==> config.mk <==
export PLATFORM = sky130hd
export DESIGN_NAME = div_iter_flat
export DESIGN_NICKNAME = d
export VERILOG_FILES = /design/src/rtl/div_iter_if.sv /design/src/rtl/div_iter.sv /design/src/flat_wrapper.sv
export SDC_FILE = /design/constraint.sdc
export NUM_CORES = 1
export LEC_CHECK = 0
export CORE_ASPECT_RATIO = 0.5
export CORE_MARGIN = 4
export CORE_UTILIZATION = 40
export DETAILED_ROUTE_END_ITERATION = 10
export PLACE_DENSITY_LB_ADDON = 0.2
export SLEW_MARGIN = 20
export SYNTH_ARGS = -nofsm -noshare
export SYNTH_HDL_FRONTEND = slang
export SYNTH_SLANG_ARGS = --single-unit
export TNS_END_PERCENT = 1
==> constraint.sdc <==
create_clock -name clock -period 23.5 [get_ports clock]
set_input_delay 4.7 -clock clock [delete_from_list [all_inputs] [get_ports clock]]
set_output_delay 4.7 -clock clock [all_outputs]
set_load 0.01 [all_outputs]
==> src/rtl/div_iter_if.sv <==
// Handshake and data bundle for the iterative divider.
//
// Handshake: the requester raises start for one or more cycles with operands
// and flag_unsigned valid; the request is taken on a rising edge only when the
// divider is in IDLE or DONE (busy=0). While busy=1, start is ignored, not
// queued. done pulses for exactly one cycle when result/div_by_zero become
// valid, and both stay held until the next accepted start loads new values.
// cancel wins over start in the same cycle and returns the divider to IDLE
// without a done pulse.
interface div_iter_if #(
    parameter int WIDTH = 32
);
    logic                 start;
    logic                 cancel;
    logic                 flag_unsigned;
    logic [WIDTH-1:0]     operand1;
    logic [WIDTH-1:0]     operand2;
    logic [2*WIDTH-1:0]   result;
    logic                 busy;
    logic                 done;
    logic                 div_by_zero;
    logic [2:0]           dbg_state;

    // Requester side (EX stage / testbench).
    modport master (
        output start, cancel, flag_unsigned, operand1, operand2,
        input  result, busy, done, div_by_zero, dbg_state
    );

    // Divider side.
    modport slave (
        input  start, cancel, flag_unsigned, operand1, operand2,
        output result, busy, done, div_by_zero, dbg_state
    );
endinterface

==> src/rtl/div_iter.sv <==
// Multi-cycle restoring radix-2 integer divider, one quotient bit per cycle.
// Signed and unsigned modes, divide-by-zero flag, cancel on pipeline flush.
// result = {remainder, quotient}, held until the next accepted start.
module div_iter #(
    parameter int WIDTH = 32
) (
    input  logic      clock,
    input  logic      reset,
    div_iter_if.slave bus
);
    localparam int CW = $clog2(WIDTH);

    typedef enum logic [2:0] {
        S_IDLE = 3'd0,
        S_PREP = 3'd1,
        S_CALC = 3'd2,
        S_FIX  = 3'd3,
        S_DONE = 3'd4
    } state_t;

    state_t state_q;
    state_t state_d;

    // Operands captured on the accepting edge; the requester may change its
    // inputs afterwards.
    logic [WIDTH-1:0]   op1_q;
    logic [WIDTH-1:0]   op2_q;
    logic               unsigned_q;

    // Working registers. dvd_q shifts the dividend out at the top while the
    // quotient bits shift in at the bottom.
    logic [WIDTH-1:0]   dvd_q;
    logic [WIDTH-1:0]   dvs_q;
    logic [WIDTH-1:0]   rem_q;
    logic [CW-1:0]      count_q;
    logic               neg_quo_q;
    logic               neg_rem_q;
    logic               dbz_q;

    logic [2*WIDTH-1:0] result_q;
    logic               div_by_zero_q;

    // Control strobes from the next-state logic.
    logic               accept;
    logic               load_result;

    // Per-cycle datapath values. The working remainder is WIDTH+1 bits so the
    // trial subtract keeps its borrow.
    logic [WIDTH:0]     rem_shift;
    logic [WIDTH:0]     rem_diff;
    logic               rem_ge;
    logic               sign1;
    logic               sign2;
    logic [WIDTH-1:0]   quo_fixed;
    logic [WIDTH-1:0]   rem_fixed;

    function automatic logic [WIDTH-1:0] negate(input logic [WIDTH-1:0] x);
        return ~x + WIDTH'(1);
    endfunction

    // FSM state register.
    always_ff @(posedge clock or posedge reset) begin
        if (reset) begin
            state_q <= S_IDLE;
        end else begin
            state_q <= state_d;
        end
    end

    // Next-state decode; cancel overrides everything, including a start.
    always_comb begin
        state_d     = state_q;
        accept      = 1'b0;
        load_result = 1'b0;
        case (state_q)
            S_IDLE: begin
                if (bus.start) begin
                    state_d = S_PREP;
                    accept  = 1'b1;
                end
            end
            S_PREP: begin
                state_d = (op2_q == '0) ? S_FIX : S_CALC;
            end
            S_CALC: begin
                if (count_q == '0) begin
                    state_d = S_FIX;
                end
            end
            S_FIX: begin
                state_d     = S_DONE;
                load_result = 1'b1;
            end
            S_DONE: begin
                if (bus.start) begin
                    state_d = S_PREP;
                    accept  = 1'b1;
                end else begin
                    state_d = S_IDLE;
                end
            end
            default: begin
                state_d = S_IDLE;
            end
        endcase
        if (bus.cancel) begin
            state_d     = S_IDLE;
            accept      = 1'b0;
            load_result = 1'b0;
        end
    end

    // Datapath helpers: operand signs, trial subtract and sign fix-up.
    always_comb begin
        sign1     = ~unsigned_q & op1_q[WIDTH-1];
        sign2     = ~unsigned_q & op2_q[WIDTH-1];
        rem_shift = {rem_q, dvd_q[WIDTH-1]};
        rem_diff  = rem_shift - {1'b0, dvs_q};
        rem_ge    = ~rem_diff[WIDTH];
        quo_fixed = neg_quo_q ? negate(dvd_q) : dvd_q;
        rem_fixed = neg_rem_q ? negate(rem_q) : rem_q;
    end

    // Operand capture and the iterative divide datapath.
    always_ff @(posedge clock or posedge reset) begin
        if (reset) begin
            op1_q      <= '0;
            op2_q      <= '0;
            unsigned_q <= 1'b0;
            dvd_q      <= '0;
            dvs_q      <= '0;
            rem_q      <= '0;
            count_q    <= '0;
            neg_quo_q  <= 1'b0;
            neg_rem_q  <= 1'b0;
            dbz_q      <= 1'b0;
        end else begin
            if (accept) begin
                op1_q      <= bus.operand1;
                op2_q      <= bus.operand2;
                unsigned_q <= bus.flag_unsigned;
            end
            case (state_q)
                S_PREP: begin
                    // Magnitudes are modulo 2^WIDTH, so |MIN| stays MIN and
                    // is then treated as unsigned by the iteration.
                    dvd_q     <= sign1 ? negate(op1_q) : op1_q;
                    dvs_q     <= sign2 ? negate(op2_q) : op2_q;
                    rem_q     <= '0;
                    count_q   <= CW'(WIDTH - 1);
                    neg_quo_q <= sign1 ^ sign2;
                    neg_rem_q <= sign1;
                    dbz_q     <= (op2_q == '0);
                end
                S_CALC: begin
                    rem_q <= rem_ge ? rem_diff[WIDTH-1:0] : rem_shift[WIDTH-1:0];
                    dvd_q <= {dvd_q[WIDTH-2:0], rem_ge};
                    if (count_q != '0) begin
                        count_q <= count_q - CW'(1);
                    end
                end
                default: begin
                end
            endcase
        end
    end

    // Result and divide-by-zero flag, loaded together in FIX and then held.
    always_ff @(posedge clock or posedge reset) begin
        if (reset) begin
            result_q      <= '0;
            div_by_zero_q <= 1'b0;
        end else if (load_result) begin
            if (dbz_q) begin
                result_q <= {op1_q, {WIDTH{1'b1}}};
            end else begin
                result_q <= {rem_fixed, quo_fixed};
            end
            div_by_zero_q <= dbz_q;
        end
    end

    // Status outputs decode directly from the state register.
    always_comb begin
        bus.result      = result_q;
        bus.div_by_zero = div_by_zero_q;
        bus.busy        = (state_q == S_PREP) || (state_q == S_CALC) || (state_q == S_FIX);
        bus.done        = (state_q == S_DONE);
        bus.dbg_state   = state_q;
    end
endmodule

==> src/flat_wrapper.sv <==
// flat-port wrapper written by rule: the top's interface ports become plain ports
module div_iter_flat 
#(
    parameter int WIDTH = 32
)
  (clock, reset, bus_start, bus_cancel, bus_flag_unsigned, bus_operand1, bus_operand2, bus_result, bus_busy, bus_done, bus_div_by_zero, bus_dbg_state);
  div_iter_if #(.WIDTH(WIDTH)) bus_i ();
  input  logic clock;
  input  logic reset;
  input wire logic [$bits(bus_i.start)-1:0] bus_start;
  input wire logic [$bits(bus_i.cancel)-1:0] bus_cancel;
  input wire logic [$bits(bus_i.flag_unsigned)-1:0] bus_flag_unsigned;
  input wire logic [$bits(bus_i.operand1)-1:0] bus_operand1;
  input wire logic [$bits(bus_i.operand2)-1:0] bus_operand2;
  output wire logic [$bits(bus_i.result)-1:0] bus_result;
  output wire logic [$bits(bus_i.busy)-1:0] bus_busy;
  output wire logic [$bits(bus_i.done)-1:0] bus_done;
  output wire logic [$bits(bus_i.div_by_zero)-1:0] bus_div_by_zero;
  output wire logic [$bits(bus_i.dbg_state)-1:0] bus_dbg_state;
  assign bus_i.start = bus_start;
  assign bus_i.cancel = bus_cancel;
  assign bus_i.flag_unsigned = bus_flag_unsigned;
  assign bus_i.operand1 = bus_operand1;
  assign bus_i.operand2 = bus_operand2;
  assign bus_result = bus_i.result;
  assign bus_busy = bus_i.busy;
  assign bus_done = bus_i.done;
  assign bus_div_by_zero = bus_i.div_by_zero;
  assign bus_dbg_state = bus_i.dbg_state;
  div_iter #(.WIDTH(WIDTH)) u_core (.clock(clock), .reset(reset), .bus(bus_i));
endmodule
* Yosys cells after proc, flatten, opt, wreduce, memory -nomap -nowiden
Index checks and enable logic that the tools add are counted.
** Word-level totals
- Input bits :: 69
- Output and inout bits :: 70
- Bits in registers :: 237
** Operators by class
- Add/subtract/negate cells :: 6
- Equality and inequality tests :: 7
- Multiplexer cells :: 21
- Reductions and logical operators :: 10
- Bitwise logic cells :: 9
** Operators by type and width (count)
- 32-bit 2-to-1 mux :: 5
- 32-bit by 1-bit adder with 32-bit output (second input constant) :: 4
- 32-bit NOT :: 4
- 32-bit case mux with 2 select lines :: 2
- 64-bit 2-to-1 mux :: 1
- 33-bit by 32-bit subtractor with 33-bit output :: 1
- 32-bit logical NOT :: 1
- 3-bit case mux with 5 select lines :: 1
- 5-bit case mux with 2 select lines :: 1
- 3-bit 2-to-1 mux :: 3
- 1-bit 2-to-1 mux :: 7
- 3-bit by 2-bit equality test with 1-bit output (second input constant) :: 2
- 5-bit logical NOT :: 1
- 5-bit 2-to-1 mux :: 1
- 5-bit nonzero test :: 1
- 5-bit by 1-bit subtractor with 5-bit output (second input constant) :: 1
- 2-bit AND reduction :: 2
- 3-bit by 1-bit equality test with 1-bit output (second input constant) :: 1
- 3-bit equality test (second input constant) :: 1
- 3-bit logical NOT :: 1
- 3-bit by 2-bit inequality test with 1-bit output (second input constant) :: 1
- 3-bit inequality test (second input constant) :: 1
- 1-bit bitwise AND :: 2
- 1-bit logical OR :: 2
- 5 further kinds :: 6

* Logic depth before layout (Yosys ltp)
Gate-level depths: netlist of run 1.
- Word-level depth :: 4
- Depth in mapped cells :: 15

* Worst setup path before layout of run 1
Ideal clock, no wire load.
- Kind :: in2reg
- Start point :: input port bus_cancel
- End point :: register u_core.op1_q[10]
- Setup slack :: 17.462 ns
- Stages :: 4
- Arrival :: 5.911 ns
- Path buffers :: 2
- Path through :: nor4b_1 -> clkbuf_1 -> clkbuf_1 -> mux2_1
** Between the ends
- Word-level cells in the longest chain between the ends :: 1
** RTL lines
- start, declared :: RTL line flat_wrapper.sv:11 : input wire logic [$bits(bus_i.cancel)-1:0] bus_cancel;
- 1-bit 2-to-1 mux :: RTL line div_iter.sv:106 : if (bus.cancel) begin
- end signal, assigned :: RTL line div_iter.sv:139 : op1_q <= bus.operand1;
- end, declared :: RTL line div_iter.sv:26 : logic [WIDTH-1:0] op1_q;
Every way passes these cells.
A chain may end at the register's enable or synchronous reset.

==> flow_summary.rst, run 1 <==
.. list-table::
   :header-rows: 1

   * - Metric
     - Value
   * - Class of the worst hold path
     - flop to flop
   * - Design Area, Final
     - 0.0162 mm^2
   * - Clock Tree Buf Depth
     - 3
   * - Aggregate global-route resource usage
     - around 19%
   * - Effective utilization at floorplan
     - 40.9%
   * - Average instance area after synthesis
     - ~9 um^2
   * - Most instantiated library cell after synthesis
     - sky130_fd_sc_hd__dfrtp_1
   * - Buffer type at the clock tree root
     - sky130_fd_sc_hd__clkbuf_16
   * - Power after layout
     - ~2.4 mW
   * - Synth cell types
     - 71
   * - Internal reg-to-reg setup slack
     - roughly 19000 ps
   * - Startpoint-to-endpoint class of the critical path
     - input port to asynchronous set/reset pin
   * - CP arrival
     - approximately 7500 ps
   * - Number of nets in the synthesized netlist
     - 1590
   * - CTS buffer count
     - 24
   * - Final routed DRC violation total
     - 0
   * - Post-layout nets
     - 1689
   * - Placed cell area
     - 0.0154 mm^2
   * - Fraction of the yosys area taken by sequential cells
     - 43.4%
   * - # IOs
     - 139
   * - Kind of end point of the critical path
     - asynchronous set/reset pin
   * - Count of cells along the worst hold path
     - 2
   * - Clock slew at reported path FFs
     - approximately 60 ps
   * - Number of sinks on the clock net
     - about 240
   * - Total wire length
     - approximately 36000 um
   * - YS warnings
     - 0
   * - X dimension of the die
     - 269 um
   * - Final cycle utilization of the critical path
     - ~30%
   * - Reg2reg end
     - u_core.rem_q[0]$_DFFE_PP0N_
   * - Biggest fanout along the worst timing path
     - around 100
   * - Share of cell area taken by muxes after synthesis
     - a little over 7%
   * - Sum of net half-perimeters after detailed placement
     - 26100 um
   * - Peak ir drop on the vdd network
     - 0.0000524 V
   * - Share of synthesized flip-flops with an asynchronous set or reset
     - 100%
   * - ANT nets after route
     - 0
   * - Standard-cell rows
     - 47
   * - Post-synth EDFFs
     - 0
   * - Critical path data required time
     - 24040 ps
   * - Setup clock skew after layout
     - around 17 ps
   * - Count of input and output buffers
     - 138
   * - XOR/XNOR Fraction of Synth Area
     - 9.42%
   * - Global-route wire length before repair
     - 58100 um
   * - Fraction of the mapped netlist area in simple logic gates
     - about 14%
   * - Mapped cell area
     - 0.0137 mm^2
   * - Area leader, netlist
     - sky130_fd_sc_hd__dfrtp_1
   * - DRT iter0 DRCs
     - a little under 800
   * - Maximum clock frequency
     - between 100 and 150 MHz
   * - Number of register bits inferred by synthesis
     - around 240
   * - Average wire length per cell after detail routing
     - 17.4 um
   * - Core Box Area
     - roughly 0.033 mm^2
   * - CP dominant cell by count
     - sky130_fd_sc_hd__buf_4
   * - Share of post-route cells with drive strength above 1
     - 5.01%
   * - Max-cap violations
     - 0
   * - Min Hold Slack
     - 485 ps
   * - Number of endpoints failing setup at the final stage
     - 0
   * - Signed area change from the synthesized netlist to the final layout
     - 18.8%
   * - Kind of launch point of the worst setup path
     - input port
   * - Post-synth top area share
     - 43.4%
   * - Area fraction in compound gates after synthesis
     - between 10% and 20%
   * - Vias after detailed routing
     - 10897
   * - Post-Synth Adder-Cell Area
     - 3.62%
   * - H-tree Lvls
     - 1
   * - Global route total overflow
     - 0
   * - Worst path cell trace
     - clkdlybuf4s50_1 -> inv_8 -> buf_4 -> buf_4
   * - DRT Pass-1 Iters
     - 5
   * - Areal power density over the cells
     - 149 mW/mm^2
   * - Count of mapped cells out of synthesis
     - between 1000 and 1500
   * - Max-slew headroom at the worst pin
     - 40.0%
   * - Worst reg2reg path depth
     - 14
   * - TritonCTS clock tree
     - done
   * - Shortest period the worst path allows
     - 6940 ps
   * - Unrepaired setup endpoints after global routing
     - false
   * - Final number of max-transition violations
     - 0
   * - Hold Crit Endpoint
     - u_core.dvs_q[25]$_DFFE_PP0P_
   * - Reg-to-reg startpoint
     - u_core.dvd_q[31]$_DFFE_PP0N_
   * - Mean number of vias per cell
     - 5.35
   * - Leakage power
     - 7.01 nW
   * - Start point of the critical path
     - reset
   * - Worst Hold Launch
     - u_core.dvs_q[25]$_DFFE_PP0P_
   * - Main flop type after synthesis
     - sky130_fd_sc_hd__dfrtp_1
   * - Final-report hold violation count
     - 0
   * - Chip Height
     - 139 um
   * - Worst Max-Slew Pin Slew
     - about 900 ps
   * - Stage delay of the slowest cell on the critical path
     - around 840 ps
   * - RePlAce Congestion
     - 0.863
   * - Status
     - finished, final reports clean
   * - Area contributors post-synth
     - sky130_fd_sc_hd__dfrtp_1, sky130_fd_sc_hd__o21ai_1, sky130_fd_sc_hd__xor2_1
   * - Die Outline Area
     - 0.0374 mm^2
   * - Postcts setup bufs
     - 0
   * - Largest family of logic cells by synthesized area
     - compound AO/OA/AOI/OAI gates
   * - Initial antenna violation count
     - 1
   * - Most numerous cell types in the synthesized netlist
     - sky130_fd_sc_hd__dfrtp_1, sky130_fd_sc_hd__nand2_1, sky130_fd_sc_hd__o21ai_1, sky130_fd_sc_hd__a21oi_1, sky130_fd_sc_hd__nor2_1
   * - Setup TNS after final layout
     - 0 ps
   * - Number of global-route vias before repair
     - between 10000 and 15000
   * - Cts-stage hold buffer count
     - 0
   * - Pin count of the biggest net entering global routing
     - approximately 100
   * - Slowest cell on crit path
     - sky130_fd_sc_hd__buf_4
   * - Clk Latency, worst-skew pair
     - 530 ps
   * - # resized after CTS
     - 0
-- layout make-up --
| class | instances | area (um^2) |
|---|---|---|
| well taps | 441 | 552 |
| flip-flops and latches | 237 | 5930 |
| multi-input cells | 1111 | 7260 |
| clock buffers | 37 | 741 |
| fillers | 3126 | 17200 |
| clock inverters | 4 | 48.8 |
| inverters | 53 | 206 |
| diodes | 1 | 2.50 |
| repair buffers | 154 | 1500 |
-- routing by layer --
layer  global-route usage, %  up-vias  routed length [um]  share of wire (%)
li1                        -     5415                   -                  -
met2                    29.6      196               15900                 45
met4                    3.45        0                 620                1.7
met5                       0        -                   0                  0
met1                    26.9     5243               17600                 50
met3                    3.30       43                1430                4.0
-- how the worst max path moves through the flow --
stage                                     endpoint  cells after the start
5_1_grt               u_core.op2_q[23]$_DFFE_PP0P_                      4
3_3_place_gp          u_core.dvs_q[25]$_DFFE_PP0P_                      4
4_1_cts               u_core.dvs_q[26]$_DFFE_PP0P_                      4
3_5_place_dp          u_core.dvs_q[24]$_DFFE_PP0P_                      4
2_1_floorplan  u_core.bus.dbg_state[0]$_DFFE_PP0P_                      1
6_report              u_core.op2_q[23]$_DFFE_PP0P_                      4
-- sequential cells by signal, summed over array words and instances (netlist names) --
| register | flops |
|---|---|
| u_core.neg_quo_q | 1 |
| u_core.op1_q | 32 |
| u_core.neg_rem_q | 1 |
| u_core.bus.dbg_state | 3 |
| u_core.rem_q | 32 |
| u_core.dvs_q | 32 |
| u_core.dbz_q | 1 |
| u_core.bus.div_by_zero | 1 |
| u_core.count_q | 5 |
| u_core.dvd_q | 32 |
| u_core.bus.result | 64 |
| u_core.op2_q | 32 |
| u_core.unsigned_q | 1 |
-- cells in the final DEF (no fill, tap or decap), types with 32 or more instances in the layout --
cell type,n
sky130_fd_sc_hd__a21oi_1,112
sky130_fd_sc_hd__a22oi_1,32
sky130_fd_sc_hd__clkdlybuf4s50_1,138
sky130_fd_sc_hd__dfrtp_1,236
sky130_fd_sc_hd__ha_1,38
sky130_fd_sc_hd__inv_1,50
sky130_fd_sc_hd__mux2_1,61
sky130_fd_sc_hd__nand2_1,169
sky130_fd_sc_hd__nor2_1,104
sky130_fd_sc_hd__o21ai_1,154
sky130_fd_sc_hd__xnor2_1,64
sky130_fd_sc_hd__xor2_1,83
-- critical path, delay by kind of cell --
family | cells | cell delay [ps]
buffers and inverters | 4 | 2610
-- cell families (layout without fill, tap and decap cells) --
group | after synthesis | after routing
AOI/OAI and AO/OA | 425 | 425
and+or+nand+nor | 410 | 410
DFF | 237 | 237
xor gates and xnor gates | 147 | 147
buffers and inverters | 134 | 248
muxes | 90 | 90
adders and majority gates | 39 | 39
other | 0 | 1
-- power breakdown --
part,switching [mW],internal (mW),leakage (nW)
clock network,0.164,0.227,0.391
registers,0.212,0.571,2.96
logic,0.673,0.573,3.66
total,1.05,1.37,7.01
-- through the flow --
step	util [%]	std cells	setup WS, ps
2_1_floorplan	-	1482	12300
3_3_place_gp	46.3	1996	15920
3_5_place_dp	46.3	1996	15820
4_1_cts	48.6	2037	16420
5_1_grt	48.6	2038	16100
6_report	48.6	2038	16560
(Power assumes the default switching activity.)
==> run 2, diff against run 1 <==
==> constraint.sdc (replaced) <==
create_clock -name clock -period 5.95 [get_ports clock]
set_input_delay 1.19 -clock clock [delete_from_list [all_inputs] [get_ports clock]]
set_output_delay 1.19 -clock clock [all_outputs]
set_load 0.01 [all_outputs]
==> run 2 against run 1 <==
Compared with the run above: clock-buffer cell count decreased by 3; cell count barely moved; critical endpoint is now u_core.rem_q[14]$_DFFE_PP0N_; largest cell class unchanged; die area stayed put; utilization shrank 0.18 points.
==> flow_summary.rst, run 2 (synthesis results as in run 1) <==
.. list-table::
   :header-rows: 1

   * - Metric
     - Value
   * - Switch share
     - 43.9%
   * - Setup TNS after final layout
     - 0 ps
   * - Pin count of the biggest net entering global routing
     - 134
   * - Worst Max-Slew Pin Slew
     - about 930 ps
   * - Biggest fanout along the worst timing path
     - 22
   * - Final cycle utilization of the critical path
     - 67.5%
   * - Shortest period the worst path allows
     - 4020 ps
   * - Areal power density over the cells
     - 586 mW/mm^2
   * - CTS buffer count
     - 24
   * - # IOs
     - 139
   * - X dimension of the die
     - 269 um
   * - Maximum clock frequency
     - 249 MHz
   * - Chip Height
     - roughly 140 um
   * - P_int
     - 5.32 mW
   * - Postcts setup bufs
     - 0
   * - Status
     - finished, final reports clean
   * - Number of global-route vias before repair
     - 10841
   * - Flip-flop count of the largest register, all copies and words added
     - 64
   * - DRT iter0 DRCs
     - 858
   * - Global-route wire length before repair
     - 59100 um
   * - Core utilization of the finished layout
     - 48.5%
   * - Number of sinks on the clock net
     - 237
   * - Share of power burned in registers
     - between 30% and 40%
   * - Leakage power
     - between 6 and 7 nW
   * - Mean number of vias per cell
     - 5.44
   * - Clock slew at reported path FFs
     - 70 ps
   * - Die Outline Area
     - 0.0374 mm^2
   * - H-tree Lvls
     - 1
   * - ANT nets after route
     - 0
   * - Kind of end point of the critical path
     - flop
   * - Peak ir drop on the vdd network
     - 0.000244 V
   * - Clock network fraction of design power
     - between 10% and 20%
   * - Most frequent standard cell in the layout excluding fill and tap cells
     - sky130_fd_sc_hd__dfrtp_1
   * - # resized after CTS
     - 0
   * - TritonCTS clock tree
     - done
   * - Final-report hold violation count
     - 0
   * - DRT Pass-1 Iters
     - 5
   * - Clock Tree Buf Depth
     - 3
   * - Number of fill cells
     - 3143
   * - Kind of launch point of the worst setup path
     - flop
   * - Average wire length per cell after detail routing
     - 17.5 um
   * - Class of the worst hold path
     - flop to flop
   * - Sum of net half-perimeters after detailed placement
     - about 26000 um
   * - Post-layout nets
     - approximately 1700
   * - Total wire length
     - 35700 um
   * - Number of endpoints failing setup at the final stage
     - 0
   * - Setup clock skew after layout
     - 10.7 ps
   * - Critical path data required time
     - 6350 ps
   * - Clk Latency, worst-skew pair
     - 530 ps
   * - RePlAce Congestion
     - between 0.8 and 0.9
   * - Vias after detailed routing
     - 11085
   * - Max-cap violations
     - 0
   * - Buffer type at the clock tree root
     - sky130_fd_sc_hd__clkbuf_16
   * - Cts-stage hold buffer count
     - 0
   * - Final number of max-transition violations
     - 0
   * - Commonest cells after routing, fill and taps aside
     - sky130_fd_sc_hd__dfrtp_1, sky130_fd_sc_hd__nand2_1, sky130_fd_sc_hd__o21ai_1
   * - Effective utilization at floorplan
     - between 40% and 50%
   * - Aggregate global-route resource usage
     - 18.9%
   * - CP arrival
     - around 4400 ps
   * - Setup ws final
     - 1930 ps
   * - Count of input and output buffers
     - 138
   * - Power dissipated by switching net loads
     - 4.16 mW
   * - Share of post-route cells with drive strength above 1
     - 4.89%
   * - Standard-cell rows
     - 47
   * - Initial antenna violation count
     - 2
   * - Signed area change from the synthesized netlist to the final layout
     - 18.4%
   * - Global route total overflow
     - 0
   * - Combinational fraction of design power
     - 51.9%
   * - Startpoint-to-endpoint class of the critical path
     - flop to flop
   * - Max-slew headroom at the worst pin
     - 37.7%
   * - Unrepaired setup endpoints after global routing
     - false
   * - Final routed DRC violation total
     - 0
   * - Core Box Area
     - 0.0334 mm^2
   * - Worst Setup Slack post-DPL
     - 1600 ps
## run 2: cell count changes in the layout (fill, tap and decap cells not counted), sizes merged
| cell | delta |
|---|---|
| clkinv | +2 |
| buf | -1 |
| clkinvlp | +2 |
| clkbuf | -3 |
| bufinv | -1 |
| inv | -1 |
## run 2: final cells by class
type                    count  area (um^2)  share of cell area [%]
multi-input cells        1111         7260                    44.9
flip-flops and latches    237         5930                    36.7
repair buffers            153         1510                    9.31
clock buffers              34          689                    4.26
well taps                 441          552                    3.41
inverters                  53          203                    1.25
clock inverters             6         36.3                   0.224
diodes                      1         2.50                  0.0155
## run 2: worst paths after layout
path / start / to / slack [ps] / depth (start not counted)
worst max-delay path: u_core.dvd_q[31]$_DFFE_PP0N_ / u_core.rem_q[14]$_DFFE_PP0N_ / 1930 / 14
worst min-delay path: u_core.dvs_q[27]$_DFFE_PP0P_ / u_core.dvs_q[27]$_DFFE_PP0P_ / 480 / 2
worst max register to register: u_core.dvd_q[31]$_DFFE_PP0N_ / u_core.rem_q[14]$_DFFE_PP0N_ / 1930 / 14
worst min register to register: u_core.dvs_q[27]$_DFFE_PP0P_ / u_core.dvs_q[27]$_DFFE_PP0P_ / 480 / 2
max in group asynchronous: reset / u_core.dbz_q$_DFFE_PP0P_ / 3660 / 3
min in group asynchronous: reset / u_core.op1_q[15]$_DFFE_PP0P_ / 1110 / 2
## run 2: critical path, stage by stage, from the launching register on
cell and delay [ps]:
sky130_fd_sc_hd__dfrtp_1 390, sky130_fd_sc_hd__inv_1 70, sky130_fd_sc_hd__ha_1 220, sky130_fd_sc_hd__fa_1 410, sky130_fd_sc_hd__nand2b_1 180, sky130_fd_sc_hd__a21o_1 200
sky130_fd_sc_hd__a21oi_2 190, sky130_fd_sc_hd__o2111ai_1 190, sky130_fd_sc_hd__a21oi_2 230, sky130_fd_sc_hd__o211ai_1 140, sky130_fd_sc_hd__o21ai_1 310, sky130_fd_sc_hd__and3_2 630
sky130_fd_sc_hd__buf_4 360, sky130_fd_sc_hd__mux2i_1 260, sky130_fd_sc_hd__o21ai_1 80
## run 2: layer usage
metal  wire length (um)  vias up  share of wire [%]  global-route usage, %
li1                   -     5429                  -                      -
met4                679        0                1.9                   3.84
met2              15700      213                 44                   29.1
met3               1630       47                4.6                   3.15
met5                  0        -                  0                      0
met1              17700     5396                 50                   28.3
## run 2: metrics by stage
stage | std cells | hold slack, ps | power [mW] | cell area, um^2
final | 2036 | 482 | 9.48 | 16200
after global routing | 2036 | 510 | 10.3 | 16200
after CTS | 2035 | 490 | 9.54 | 16200
after detailed placement | 1995 | 476 | 8.06 | 15400
after global placement | 1995 | 454 | 7.97 | 15400
after floorplan | 1482 | 456 | 6.55 | 13700
## run 2: power by group through the flow
stage               Clock, mW  Combinational (mW)  Sequential [mW]
finish                   1.45                4.93             3.11
CTS                      1.48                4.96             3.10
detailed placement          0                4.93             3.13
global route             1.56                5.54             3.22
global placement            0                4.88             3.09
floorplan                   0                3.66             2.89
